==> src/rtl/gpio_seg7_pkg.sv <==
// Shared constants for the multiplexed 7-segment scanner: segment table,
// sub-phase count and brightness width.
package gpio_seg7_pkg;

  localparam int SUB_PHASES = 16;
  localparam int PHASE_W    = $clog2(SUB_PHASES);
  localparam int BRIGHT_W   = 4;

  // Active-high {g,f,e,d,c,b,a} patterns; index 15 sits leftmost.
  localparam logic [15:0][6:0] SEG_TABLE = {
    7'h71, 7'h79, 7'h5E, 7'h39, 7'h7C, 7'h77, 7'h6F, 7'h7F,
    7'h07, 7'h7D, 7'h6D, 7'h66, 7'h4F, 7'h5B, 7'h06, 7'h3F
  };

endpackage

==> src/rtl/gpio_seg7_scan_hex_decode.sv <==
// Combinational hex nibble to active-high 7-segment pattern.
module seg7_hex_decode
  import gpio_seg7_pkg::*;
(
  input  logic [3:0] i_nibble,
  output logic [6:0] o_seg
);

  assign o_seg = SEG_TABLE[i_nibble];

endmodule

==> src/rtl/gpio_seg7_scan.sv <==
// Multiplexed hex display driver for the PIO output word, with PWM
// brightness, leading-zero blanking and frame-aligned input capture.
module gpio_seg7_scan
  import gpio_seg7_pkg::*;
#(
  parameter int CLK_DIV        = 1000,
  parameter int NUM_DIGITS     = 8,
  parameter int AN_ACTIVE_LOW  = 1,
  parameter int SEG_ACTIVE_LOW = 1
) (
  input  logic                  HCLK,
  input  logic                  HRESETn,
  input  logic [31:0]           DATA_IN,
  input  logic [7:0]            DP_IN,
  input  logic [3:0]            BRIGHT,
  input  logic                  LZB_EN,
  output logic [6:0]            SEG,
  output logic                  DP,
  output logic [NUM_DIGITS-1:0] AN,
  output logic                  FRAME_DONE
);

  localparam int PRE_W = (CLK_DIV > 1) ? $clog2(CLK_DIV) : 1;
  localparam int DIG_W = (NUM_DIGITS > 1) ? $clog2(NUM_DIGITS) : 1;

  localparam logic [NUM_DIGITS-1:0] AN_OFF =
    (AN_ACTIVE_LOW != 0) ? {NUM_DIGITS{1'b1}} : {NUM_DIGITS{1'b0}};
  localparam logic [6:0] SEG_OFF = (SEG_ACTIVE_LOW != 0) ? 7'h7F : 7'h00;
  localparam logic       DP_OFF  = (SEG_ACTIVE_LOW != 0);

  logic [PRE_W-1:0]      r_presc;
  logic [PHASE_W-1:0]    r_phase;
  logic [DIG_W-1:0]      r_digit;
  logic [31:0]           r_shadowData;
  logic [7:0]            r_shadowDp;
  logic [BRIGHT_W-1:0]   r_shadowBright;
  logic                  r_shadowLzb;
  logic [NUM_DIGITS-1:0] r_an;
  logic [6:0]            r_seg;
  logic                  r_dp;
  logic                  r_frameDone;

  logic                  w_subTick;
  logic                  w_phaseEnd;
  logic                  w_boundary;
  logic [3:0]            w_nibble;
  logic [6:0]            w_segHigh;
  logic                  w_upperZero;
  logic                  w_blank;
  logic                  w_on;
  logic [NUM_DIGITS-1:0] w_anHigh;
  logic                  w_dpHigh;

  assign w_subTick  = (r_presc == PRE_W'(CLK_DIV - 1));
  assign w_phaseEnd = w_subTick && (r_phase == PHASE_W'(SUB_PHASES - 1));
  assign w_boundary = w_phaseEnd && (r_digit == DIG_W'(NUM_DIGITS - 1));

  assign w_nibble = r_shadowData[4*r_digit +: 4];

  seg7_hex_decode u_decode (
    .i_nibble (w_nibble),
    .o_seg    (w_segHigh)
  );

  // A digit is a leading zero when it and every more significant digit is 0.
  always_comb begin
    w_upperZero = 1'b1;
    for (int j = 0; j < NUM_DIGITS; j++) begin
      if ((j >= int'(r_digit)) && (r_shadowData[4*j +: 4] != 4'h0))
        w_upperZero = 1'b0;
    end
  end

  assign w_blank  = r_shadowLzb && (r_digit != '0) && w_upperZero;
  assign w_on     = (r_phase <= r_shadowBright) && !w_blank;
  assign w_anHigh = w_on ? (NUM_DIGITS'(1) << r_digit) : '0;
  assign w_dpHigh = w_on && r_shadowDp[r_digit];

  always_ff @(posedge HCLK or negedge HRESETn) begin
    if (!HRESETn) begin
      r_presc <= '0;
      r_phase <= '0;
      r_digit <= '0;
    end else begin
      r_presc <= w_subTick ? '0 : r_presc + 1'b1;
      if (w_subTick)
        r_phase <= r_phase + 1'b1;
      if (w_phaseEnd)
        r_digit <= (r_digit == DIG_W'(NUM_DIGITS - 1)) ? '0 : r_digit + 1'b1;
    end
  end

  // Inputs are only sampled as the scan wraps, so a frame never tears.
  always_ff @(posedge HCLK or negedge HRESETn) begin
    if (!HRESETn) begin
      r_shadowData   <= '0;
      r_shadowDp     <= '0;
      r_shadowBright <= '0;
      r_shadowLzb    <= 1'b0;
      r_frameDone    <= 1'b0;
    end else begin
      r_frameDone <= w_boundary;
      if (w_boundary) begin
        r_shadowData   <= DATA_IN;
        r_shadowDp     <= DP_IN;
        r_shadowBright <= BRIGHT;
        r_shadowLzb    <= LZB_EN;
      end
    end
  end

  // Segments are gated with the anode so nothing ghosts onto a dark slot.
  always_ff @(posedge HCLK or negedge HRESETn) begin
    if (!HRESETn) begin
      r_an  <= AN_OFF;
      r_seg <= SEG_OFF;
      r_dp  <= DP_OFF;
    end else begin
      r_an  <= w_anHigh ^ AN_OFF;
      r_seg <= (w_on ? w_segHigh : 7'h00) ^ SEG_OFF;
      r_dp  <= w_dpHigh ^ DP_OFF;
    end
  end

  assign AN         = r_an;
  assign SEG        = r_seg;
  assign DP         = r_dp;
  assign FRAME_DONE = r_frameDone;

endmodule

==> config.mk <==
export PLATFORM = sky130hd
export DESIGN_NAME = gpio_seg7_scan
export DESIGN_NICKNAME = d
export VERILOG_FILES = /design/src/rtl/gpio_seg7_pkg.sv /design/src/rtl/gpio_seg7_scan_hex_decode.sv /design/src/rtl/gpio_seg7_scan.sv
export SDC_FILE = /design/constraint.sdc
export NUM_CORES = 1
export LEC_CHECK = 0
export CAP_MARGIN = 40
export CELL_PAD_IN_SITES_DETAIL_PLACEMENT = 1
export CELL_PAD_IN_SITES_GLOBAL_PLACEMENT = 1
export CORE_MARGIN = 2
export CORE_UTILIZATION = 39
export CTS_BUF_LIST = sky130_fd_sc_hd__clkbuf_16
export CTS_CLUSTER_DIAMETER = 200
export DETAILED_ROUTE_END_ITERATION = 6
export GPL_ROUTABILITY_DRIVEN = 1
export GPL_TIMING_DRIVEN = 0
export PLACE_DENSITY = 0.85
export SKIP_CTS_REPAIR_TIMING = 1
export SLEW_MARGIN = 20
export SYNTH_ARGS = -nofsm -noshare
export SYNTH_HDL_FRONTEND = slang
export SYNTH_HIERARCHICAL = 1
export SYNTH_SLANG_ARGS = --single-unit
==> constraint.sdc <==
create_clock -name HCLK -period 2.5 [get_ports HCLK]
set_input_delay 0.5 -clock HCLK [delete_from_list [all_inputs] [get_ports HCLK]]
set_output_delay 0.5 -clock HCLK [all_outputs]
set_load 0.005 [all_outputs]
==> results of run 1 <==
[cell usage in the layout (no fill, tap or decap), types with 5 or more instances in the layout]
cell type         n
inv_1            12
clkdlybuf4s50_1  62
dfstp_2          16
nand2_1          19
nor2_1           11
o211ai_1         10
dfrtp_1          61
mux4_2           10
ha_1             18
o21ai_0          11
a21oi_1           6
buf_6             6
nand3_1           8
xnor2_1           6
nor4_1            6
nand4_1           5
clkbuf_16         9
mux2_2           46
[path summary, 6_finish.rpt]
check,cells past startpoint,slack (ns),end,from
setup reg to reg,8,0.10,SEG[3],r_digit[0]
setup / recovery,8,0.10,SEG[3],r_digit[0]
min in group HCLK,1,0.47,r_presc[0],r_presc[0]
hold reg to reg,1,0.47,r_presc[0],r_presc[0]
max in group asynchronous,2,1.70,AN[5],HRESETn
hold / removal,1,0.14,r_shadowData[24],HRESETn
[layer usage]
layer  up-vias  track usage (%)
li1       1285                -
met1      1434             23.6
met2        56             33.8
met3        14             2.94
met4         0             7.34
met5         -                0
[Yosys cell counts, types with 5 or more instances]
master    count
nor2_1       11
dfrtp_1      63
buf_6         6
dfstp_2      16
o21ai_0      11
inv_1        12
o211ai_1     10
mux4_2       10
ha_1         19
mux2_2       46
nand4_1       5
xnor2_1       6
nand3_1       8
nand2_1      21
a21oi_1       6
nor4_1        6
[area by class of cell]
cell class / count / area, um^2
Tap cell: 133 / 166
Multi-Input combinational cell: 201 / 1800
Clock buffer: 9 / 225
Buffer: 13 / 113
Inverter: 14 / 55.1
Fill cell: 1032 / 4670
Sequential cell: 79 / 2000
Clock inverter: 7 / 80.1
Timing Repair Buffer: 66 / 663
[worst register-to-register path: stages (launching register included)]
cell	delay, ns
dfrtp_2	0.41
buf_8	0.17
mux4_1	0.58
nand2_1	0.11
nand2_2	0.10
inv_2	0.12
ha_1	0.26
mux4_2	0.47
o211ai_1	0.10
[state kept, by name, summed over array words and instances (netlist names)]
| register | flops |
|---|---|
| r_shadowLzb | 1 |
| DP | 1 |
| r_shadowBright | 4 |
| r_shadowDp | 8 |
| AN | 8 |
| r_presc | 10 |
| FRAME_DONE | 1 |
| r_shadowData | 32 |
| r_digit | 3 |
| SEG | 7 |
| r_phase | 4 |
[stage by stage]
step / cell area (um^2) / hold slack, ns / utilization, % / setup TNS [ns]
2_1_floorplan: 3940 / 0.204 / - / 0
3_3_place_gp: 4730 / 0.446 / 48.4 / -121.28
3_5_place_dp: 4750 / 0.461 / 48.6 / -1.35
4_1_cts: 5060 / 0.158 / 51.7 / -1.54
5_1_grt: 5110 / 0.181 / 52.2 / -0.0152
6_report: 5110 / 0.145 / 52.2 / 0
[cells by family after synthesis]
logic type / after synthesis / share of synthesized area, %
compound gates: 44 / 7.69
xor+xnor: 8 / 1.78
fa+ha+maj: 19 / 6.04
buf+inv: 27 / 3.91
flops: 79 / 50.7
mux: 59 / 20.1
simple gates: 71 / 9.82
[power breakdown]
group	leakage (nW)	total, mW	switching (mW)	internal, mW
sequential	0.917	1.37	0.0330	1.33
combinational	1.09	0.235	0.0884	0.147
clock	0.157	1.35	0.490	0.858
total	2.16	2.95	0.611	2.34
==> summary.md, run 1 <==
| Metric | Value |
|---|---|
| Number of I/O pins | 64 |
| Vias | 2789 |
| CTS Buffer Depth | 2 |
| Routed Wire Length | 9670 um |
| Prevailing post-synth register cell | dfrtp_1 |
| First-pass GRT wire length | 16300 um |
| Pwr/cell area | 577 nW/um^2 |
| GRT overflow | 0 |
| Inserted Clock Buffers | 9 |
| Crit Path Class | reg -> reg |
| Site row count | 36 |
| Hold Crit Class | in -> async |
| Yosys reg bits | 79 |
| Met3 WL | 265 um |
| Via density | 5.34 |
| WP data required | 2.75 ns |
| Sequential-to-total area share from yosys stat | 50.7% |
| Layout cells sized above 1 | 27.8% |
| Worst setup EP type | flip-flop |
| Largest net degree at the start of global routing | 41 |
| DR WL/cell | 18.5 um |
| Lkg Pwr | 2.16 nW |
| Tcrit/Tclk final | 95.9% |
| Startpoint Class | flip-flop |
| Post-route antenna net violation count | 0 |
| M1 WL | 4230 um |
| Core area | 9770 um^2 |
| Diode count | 0 |
| Top cell type by total area after synthesis | dfrtp_1 |
| CTS tree | built |
| Final setup viols | 0 |
| Post-synth ARST share | 100% |
| Max-slew violations | 0 |
| Hpwl dp | 7210 um |
| Outcome | completed |
| Final cell count without fillers | 522 |
| Slew margin rel. | 48.8% |
| Worst Tran Pin Value | 0.767 ns |
| Clock Tree Root | clkbuf_16 |
| Max VDD drop | 0.242 mV |
| Top layer in use | met4 |
| Die area | 10900 um^2 |
| Iter 0 DRT Violations | 120 |
| Cell area after synthesis | 3940 um^2 |
| Area grow syn2layout | 29.7% |
| Worst skew pair latency | 0.33 ns |
| Tot GR Track Use | 19.2% |
| PnR Total Power | 2.95 mW |
| Clk slew on worst S/H paths | 0.06 ns |
| Max cap viols | 0 |
| Yosys top cell area share | 40.0% |
| Skew final | 0.00555 ns |
| Initial antenna violation count | 0 |
| DIE WIDTH | 104 um |
| Synth warn | 6 |
| Wire length on met2 | 5000 um |
| Cells after synthesis | 307 |
| Setup WS pre-CTS | -0.382 ns |
| Layout Nets | 450 |
| F_max | 417 MHz |
| Critical Path Max Stage Delay | 0.58 ns |
| Top post-synthesis cells by area | dfrtp_1, mux2_2, dfstp_2 |
| Placer Congestion | 0.798 |
| Mapped Nets | 373 |
| H-Tree Depth | 3 |
| Initial Utilization | 40.3% |
| Worst path cell trace | buf_8 > mux4_1 > nand2_1 > nand2_2 > inv_2 > ha_1 > mux4_2 > o211ai_1 |
| EDFF count, synth | 0 |
| Final worst slack | 0.103 ns |
| Final hold violations | 0 |
| Vias in the first global route | 3064 |
| Number of port buffers | 63 |
| Pre-antenna DRT Iters | 6 |
| CTS sink count | 79 |
| Crit-path max FO | 10 |
| Critical path's slowest cell | mux4_1 |
| Top delay family on crit path | multiplexers |
| Buf/Inv on CP | 2 |
| Die Span Y | 104 um |
| Crit path DAT | 2.65 ns |
| Tmin final | 2.40 ns |
| DRC viols | 0 |
| Avg Inst Size Synth | 12.8 um^2 |
| Inst Count DP | 504 |
| Distinct cell type count after synthesis | 47 |
No activity file was read; power rests on OpenSTA's default activity.
==> run 2, diff against run 1 <==
Settings changed: PLACE_DENSITY 0.85 to 0.86, SYNTH_HIERARCHICAL 1 to default.
==> summary.md, run 2 <==
| Metric | Value |
|---|---|
| Tcrit/Tclk final | 94.2% (-1.7 points) |
| Layout cells sized above 1 | 26.8% (-1.0 points) |
| Vias | 2716 (-2.6%) |
| Final cell count without fillers | 518 (-0.77%) |
| Worst Setup EP | SEG[0] |
| Site row count | 36 (unchanged) |
| Largest net degree at the start of global routing | 41 (unchanged) |
| Worst skew pair latency | 0.33 ns (about the same) |
| Layout Nets | 445 (-1.1%) |
| Avg Inst Size Synth | 12.6 um^2 (-1.9%) |
| Post-synth ARST share | 100% (unchanged) |
| CTS tree | built |
| Most frequent cells in the layout | dfrtp_1, clkdlybuf4s50_1, mux2_2, nand2_1, ha_1 |
| Hold Crit Class | in -> async |
| Inst Count DP | 502 (-0.40%) |
| Number of port buffers | 63 (unchanged) |
| Placer Congestion | 0.906 (+13%) |
| Critical Path Max Stage Delay | 0.51 ns (-0.07 ns) |
| Tmin final | 2.35 ns (-0.0420 ns) |
| Yosys reg bits | 79 (unchanged) |
| RSZ-0062 raised after global routing | no |
| Commonest non-fill, non-tap cell in the layout | dfrtp_1 |
| Max VDD drop | 0.386 mV (+59%) |
| Hpwl dp | 6960 um (-3.5%) |
| Skew final | 0.00869 ns (+0.00314 ns) |
| Top cell type by total area after synthesis | dfrtp_1 |
| Iter 0 DRT Violations | 89 (-26%) |
| Number of I/O pins | 64 (unchanged) |
| EDFF count, synth | 0 (unchanged) |
| Worst setup EP type | flip-flop |
| Top-count cell post-synth | dfrtp_1 |
| Fillers | 1002 (-2.9%) |
| Reg2reg start | r_digit[1] |
| Clock Tree Root | clkbuf_16 |
| Max cap viols | 0 (unchanged) |
| Initial Utilization | 39.6% (-0.65 points) |
| Crit path DAT | 2.59 ns (-0.06 ns) |
| First-pass GRT wire length | 15300 um (-6.3%) |
| Max reg flops | 32 (unchanged) |
| Post-Route Utilization | 51.7% (-0.53 points) |
| Die area | 10700 um^2 (-2.4%) |
| DRC viols | 0 (unchanged) |
| Lkg Pwr | 2.26 nW (+4.7%) |
| Area grow syn2layout | 30.4% |
| Cell area after synthesis | 3840 um^2 (-2.5%) |
| Worst r2r dst | SEG[0] |
| Pre-antenna DRT Iters | 4 (-2) |
| H-Tree Depth | 3 (unchanged) |
| Distinct cell type count after synthesis | 45 (-4.3%) |
| Cells after synthesis | 305 (-0.65%) |
| Crit Path Class | reg -> reg |
| Clk slew on worst S/H paths | 0.06 ns (about the same) |
| Top post-synthesis cells by area | dfrtp_1, mux2_2, dfstp_2 |
| Via density | 5.24 (-1.9%) |
| Slew margin rel. | 65.8% (+17 points) |
| Startpoint Class | flip-flop |
| Inserted Clock Buffers | 9 (unchanged) |
| Core area | 9680 um^2 (-0.92%) |
| Final worst slack | 0.145 ns (+0.0420 ns) |
| CTS sink count | 79 (unchanged) |
| Fin Hold WS | 0.138 ns (-0.00646 ns) |
| Setup WS pre-CTS | 0.133 ns (+0.515 ns) |
| Mapped Nets | 370 (-0.80%) |
| Final hold violations | 0 (unchanged) |
| Critical Path Source | r_digit[1] |
| F_max | 425 MHz (+1.8%) |
| Diode count | 0 (unchanged) |
| Final setup viols | 0 (unchanged) |
| Prevailing post-synth register cell | dfrtp_1 |
| Most frequent CP cell | nand2_1 |
| Worst Tran Pin Value | 0.513 ns (-0.255 ns) |
| CTS Buffer Depth | 2 (unchanged) |
| Initial antenna violation count | 0 (unchanged) |
| Pwr/cell area | 566 nW/um^2 (-1.9%) |
| DIE WIDTH | 103 um (-1.2%) |
| Outcome | completed |
| Die Span Y | 103 um (-1.2%) |
| Reg2Reg Depth | 8 (unchanged) |
| Post-route antenna net violation count | 0 (unchanged) |
| WP data required | 2.74 ns (about the same) |
| Yosys top cell area share | 41.1% (+1.0 points) |
| Worst path cell trace | clkbuf_4 > mux4_2 > nand2_1 > nand2_1 > ha_1 > or3_1 > o21ai_0 > o21ai_1 |
| Routed Wire Length | 9250 um (-4.3%) |
| Reg2Reg Setup Slack | 0.15 ns (+0.04 ns) |
| Max-slew violations | 0 (unchanged) |
| Vias in the first global route | 3003 (-2.0%) |
| Post-synth top cells | dfrtp_1, mux2_2, nand2_1, ha_1, dfstp_2 |
| Sequential-to-total area share from yosys stat | 52.0% (+1.3 points) |
| Reg with most FFs | r_shadowData |
| GRT overflow | 0 (unchanged) |
| Design area | 5010 um^2 (-1.9%) |
| Synth warn | 0 (-6) |
| DR WL/cell | 17.9 um (-3.6%) |
| Crit-path max FO | 10 (unchanged) |
| Placed cell area | 4650 um^2 (-2.1%) |
| Tot GR Track Use | 19.2% (-0.023 points) |
| Top Registers | r_shadowData (32), r_presc (10) |
| Critical path's slowest cell | mux4_2 |
-- run 2: changes by cell type after synthesis, sizes merged, moves of 2 or more --
cell,previous run,this run
buf,9,15
nor2b,4,2
nand3,8,12
o211ai,10,4
o221ai,0,2
a211o,2,0
mux2,46,43
o41ai,2,0
nor4,6,10
nor2,11,13
nand2,22,29
clkbuf,4,1
nand4,6,4
xor2,2,5
-- run 2: area by class of cell --
cell class | instances | area (um^2) | area share [%]
repair buffers | 64 | 648 | 12.9
multi-input cells | 197 | 1690 | 33.7
well taps | 133 | 166 | 3.32
inverters | 13 | 48.8 | 0.975
flip-flops and latches | 79 | 2000 | 39.9
clock inverters | 7 | 105 | 2.10
clock buffers | 9 | 225 | 4.50
plain buffers | 16 | 131 | 2.62
-- run 2: worst max-delay path, delay by kind of cell (launching register included) --
| family | cells | cell delay, ns |
|---|---|---|
| AOI/OAI and AO/OA | 2 | 0.18 |
| adders and majority gates | 1 | 0.27 |
| buffers and inverters | 1 | 0.26 |
| DFF | 1 | 0.42 |
| muxes | 1 | 0.51 |
| and+or+nand+nor | 3 | 0.61 |
-- run 2: report_power, final --
group / internal, mW / total, mW / switching, mW
sequential: 1.28 / 1.28 / 0
combinational: 0.0658 / 0.103 / 0.0367
clock: 0.961 / 1.45 / 0.491
total: 2.31 / 2.83 / 0.528
-- run 2: routing by layer --
| layer | vias to the layer above | track usage (%) | routed length, um |
|---|---|---|---|
| met2 | 81 | 34.1 | 4800 |
| met5 | - | 0 | 0 |
| met4 | 0 | 8.10 | 259 |
| met3 | 22 | 2.89 | 330 |
| met1 | 1367 | 23.2 | 3860 |
| li1 | 1246 | - | - |
-- run 2: per-stage QoR --
stage	setup TNS [ns]	total power, mW
global route	0	2.92
detailed placement	0	1.41
CTS	0	2.86
floorplan	0	1.30
global placement	-115.78	1.40
finish	0	2.83
-- run 2: worst min path at each step --
stage	cells past startpoint	startpoint	end
after floorplan	0	HRESETn	FRAME_DONE
after global placement	1	r_presc[0]	r_presc[0]
after detailed placement	1	r_presc[0]	r_presc[0]
after CTS	1	HRESETn	r_shadowDp[3]
after global routing	1	HRESETn	r_presc[0]
final	1	HRESETn	r_presc[0]
-- run 2: logic make-up after synthesis --
kind of cell             Yosys count  share of synthesized area [%]
AO/OA/AOI/OAI                     31                           5.35
XOR/XNOR                          10                           2.28
adder cells (fa/ha/maj)           18                           5.87
buffers and inverters             29                           4.50
flip-flops                        79                           52.0
multiplexers                      55                           19.3
AND/OR/NAND/NOR                   83                           10.7
==> run 3, diff against run 2 <==
Settings changed: CORE_MARGIN 2 to 3.
==> summary.md, run 3 (synthesis gave the netlist of run 2 again) <==
| Metric | Value |
|---|---|
| Outcome | completed |
| Max reg flops | 32 (unchanged) |
| Critical path's slowest cell | dfrtp_1 |
| Tot GR Track Use | 17.4% (-1.7 points) |
| Die Span Y | 105 um (+1.9%) |
| Hold Crit Class | in -> async |
| Max VDD drop | 0.284 mV (-26%) |
| Skew final | 0.00526 ns (-0.00343 ns) |
| Via density | 5.28 (+0.67%) |
| Crit-path max FO | 10 (unchanged) |
| Final worst slack | 0.0305 ns (-0.115 ns) |
| Site row count | 35 (-2.8%) |
| Most frequent cells in the layout | dfrtp_1, clkdlybuf4s50_1, mux2_2, nand2_1, ha_1 |
| Area grow syn2layout | 29.3% |
| Max cap viols | 0 (unchanged) |
| Number of port buffers | 63 (unchanged) |
| Lkg Pwr | 2.25 nW (-0.64%) |
| F_max | 405 MHz (-4.6%) |
| Fillers | 986 (-1.6%) |
| Slew margin rel. | 70.3% (+4.5 points) |
| DIE WIDTH | 105 um (+1.9%) |
| Initial Utilization | 40.8% (+1.1 points) |
| Routed Wire Length | 9480 um (+2.5%) |
| CTS tree | built |
| Clk slew on worst S/H paths | 0.06 ns (about the same) |
| Critical Path Max Stage Delay | 0.49 ns (-0.02 ns) |
| First-pass GRT wire length | 15200 um (-0.50%) |
| Final cell count without fillers | 514 (-0.77%) |
| Post-route antenna net violation count | 0 (unchanged) |
| Worst setup EP type | flip-flop |
| Core area | 9420 um^2 (-2.8%) |
| Reg area | 2000 um^2 (unchanged) |
| Vias | 2713 (-0.11%) |
| Final hold violations | 0 (unchanged) |
| CTS sink count | 79 (unchanged) |
| Post-Route Utilization | 52.7% (+1.0 points) |
| WP data required | 2.77 ns (+0.03 ns) |
| Placer Congestion | 0.832 (-8.2%) |
| Inserted Clock Buffers | 9 (unchanged) |
| Iter 0 DRT Violations | 53 (-40%) |
| Layout cells sized above 1 | 27.0% (+0.26 points) |
| DR WL/cell | 18.4 um (+3.3%) |
| Number of I/O pins | 64 (unchanged) |
| CTS Buffer Depth | 2 (unchanged) |
| Crit path DAT | 2.74 ns (+0.15 ns) |
| Die area | 11100 um^2 (+3.9%) |
| Pwr/cell area | 535 nW/um^2 (-5.5%) |
| DRC viols | 0 (unchanged) |
| Worst path cell trace | buf_4 > inv_1 > ha_1 > nand2_1 > o2111ai_1 > nor3_1 > a32oi_4 > buf_4 > nand3_1 |
| Worst Tran Pin Value | 0.442 ns (-0.0708 ns) |
| Clock Tree Root | clkbuf_16 |
| Hpwl dp | 6920 um (-0.55%) |
| Multi-input logic area | 1680 um^2 (-0.30%) |
| Reg with most FFs | r_shadowData |
| Initial antenna violation count | 0 (unchanged) |
| Crit Path Class | reg -> reg |
| Setup WS pre-CTS | 0.115 ns (-0.0173 ns) |
| Final setup viols | 0 (unchanged) |
| Most frequent CP cell | buf_4 |
| Tmin final | 2.47 ns (+0.115 ns) |
| Layout Nets | 445 (unchanged) |
| Top Registers | r_shadowData (32), r_presc (10) |
| GRT overflow | 0 (unchanged) |
| Reg2Reg Depth | 9 (+1) |
| Inst Count DP | 498 (-0.80%) |
| Tcrit/Tclk final | 98.8% (+4.6 points) |
| H-Tree Depth | 3 (unchanged) |
| Fin Hold WS | 0.108 ns (-0.0300 ns) |
| Vias in the first global route | 3024 (+0.70%) |
| Max-slew violations | 0 (unchanged) |
| Startpoint Class | flip-flop |
| Largest net degree at the start of global routing | 49 (+20%) |
| Commonest non-fill, non-tap cell in the layout | dfrtp_1 |
| Pre-antenna DRT Iters | 4 (unchanged) |
| Worst skew pair latency | 0.33 ns (about the same) |
| Diode count | 0 (unchanged) |
[run 3: report_power, final]
part | internal (mW) | switching (mW) | total, mW
combinational | 0.0670 | 0.0367 | 0.104
clock | 0.765 | 0.505 | 1.27
sequential | 1.28 | 0 | 1.28
total | 2.11 | 0.542 | 2.65
[run 3: path summary, 6_finish.rpt]
path                            startpoint              end  slack [ns]
worst max-delay path            r_digit[0]            AN[6]        0.03
worst min-delay path               HRESETn  r_shadowData[9]        0.11
worst max register to register  r_digit[0]            AN[6]        0.03
worst min register to register  r_presc[0]       r_presc[0]        0.49
max in group asynchronous          HRESETn       r_phase[2]        1.82
min in group HCLK               r_presc[0]       r_presc[0]        0.49
[run 3: metrics by stage]
| stage | cell area, um^2 | power, mW | setup TNS [ns] |
|---|---|---|---|
| finish | 4960 | 2.65 | 0 |
| global placement | 4630 | 1.40 | -120.69 |
| CTS | 4950 | 2.68 | 0 |
| detailed placement | 4660 | 1.41 | 0 |
| global route | 4960 | 2.74 | -1.04 |
| floorplan | 3840 | 1.30 | 0 |
[run 3: critical path: cells and delay by family (launching register included)]
kind,cells,cell delay (ns)
adder cells (fa/ha/maj),1,0.27
AO/OA/AOI/OAI,2,0.40
flip-flops,1,0.49
AND/OR/NAND/NOR,3,0.62
buffers and inverters,3,0.62
[run 3: cell type report]
type,instances,area share (%)
Clock inverter,7,1.31
Clock buffer,9,4.54
Inverter,13,0.983
Multi-Input combinational cell,197,33.9
Buffer,16,2.60
Timing Repair Buffer,64,13.2
Tap cell,129,3.25
Sequential cell,79,40.2
[run 3: routing by layer]
| layer | share of wire, % | track usage, % | vias up |
|---|---|---|---|
| met2 | 54 | 31.1 | 77 |
| met4 | 2.0 | 6.75 | 0 |
| met5 | 0 | 0 | - |
| met3 | 4.2 | 3.31 | 15 |
| met1 | 40 | 20.6 | 1374 |
| li1 | - | - | 1247 |
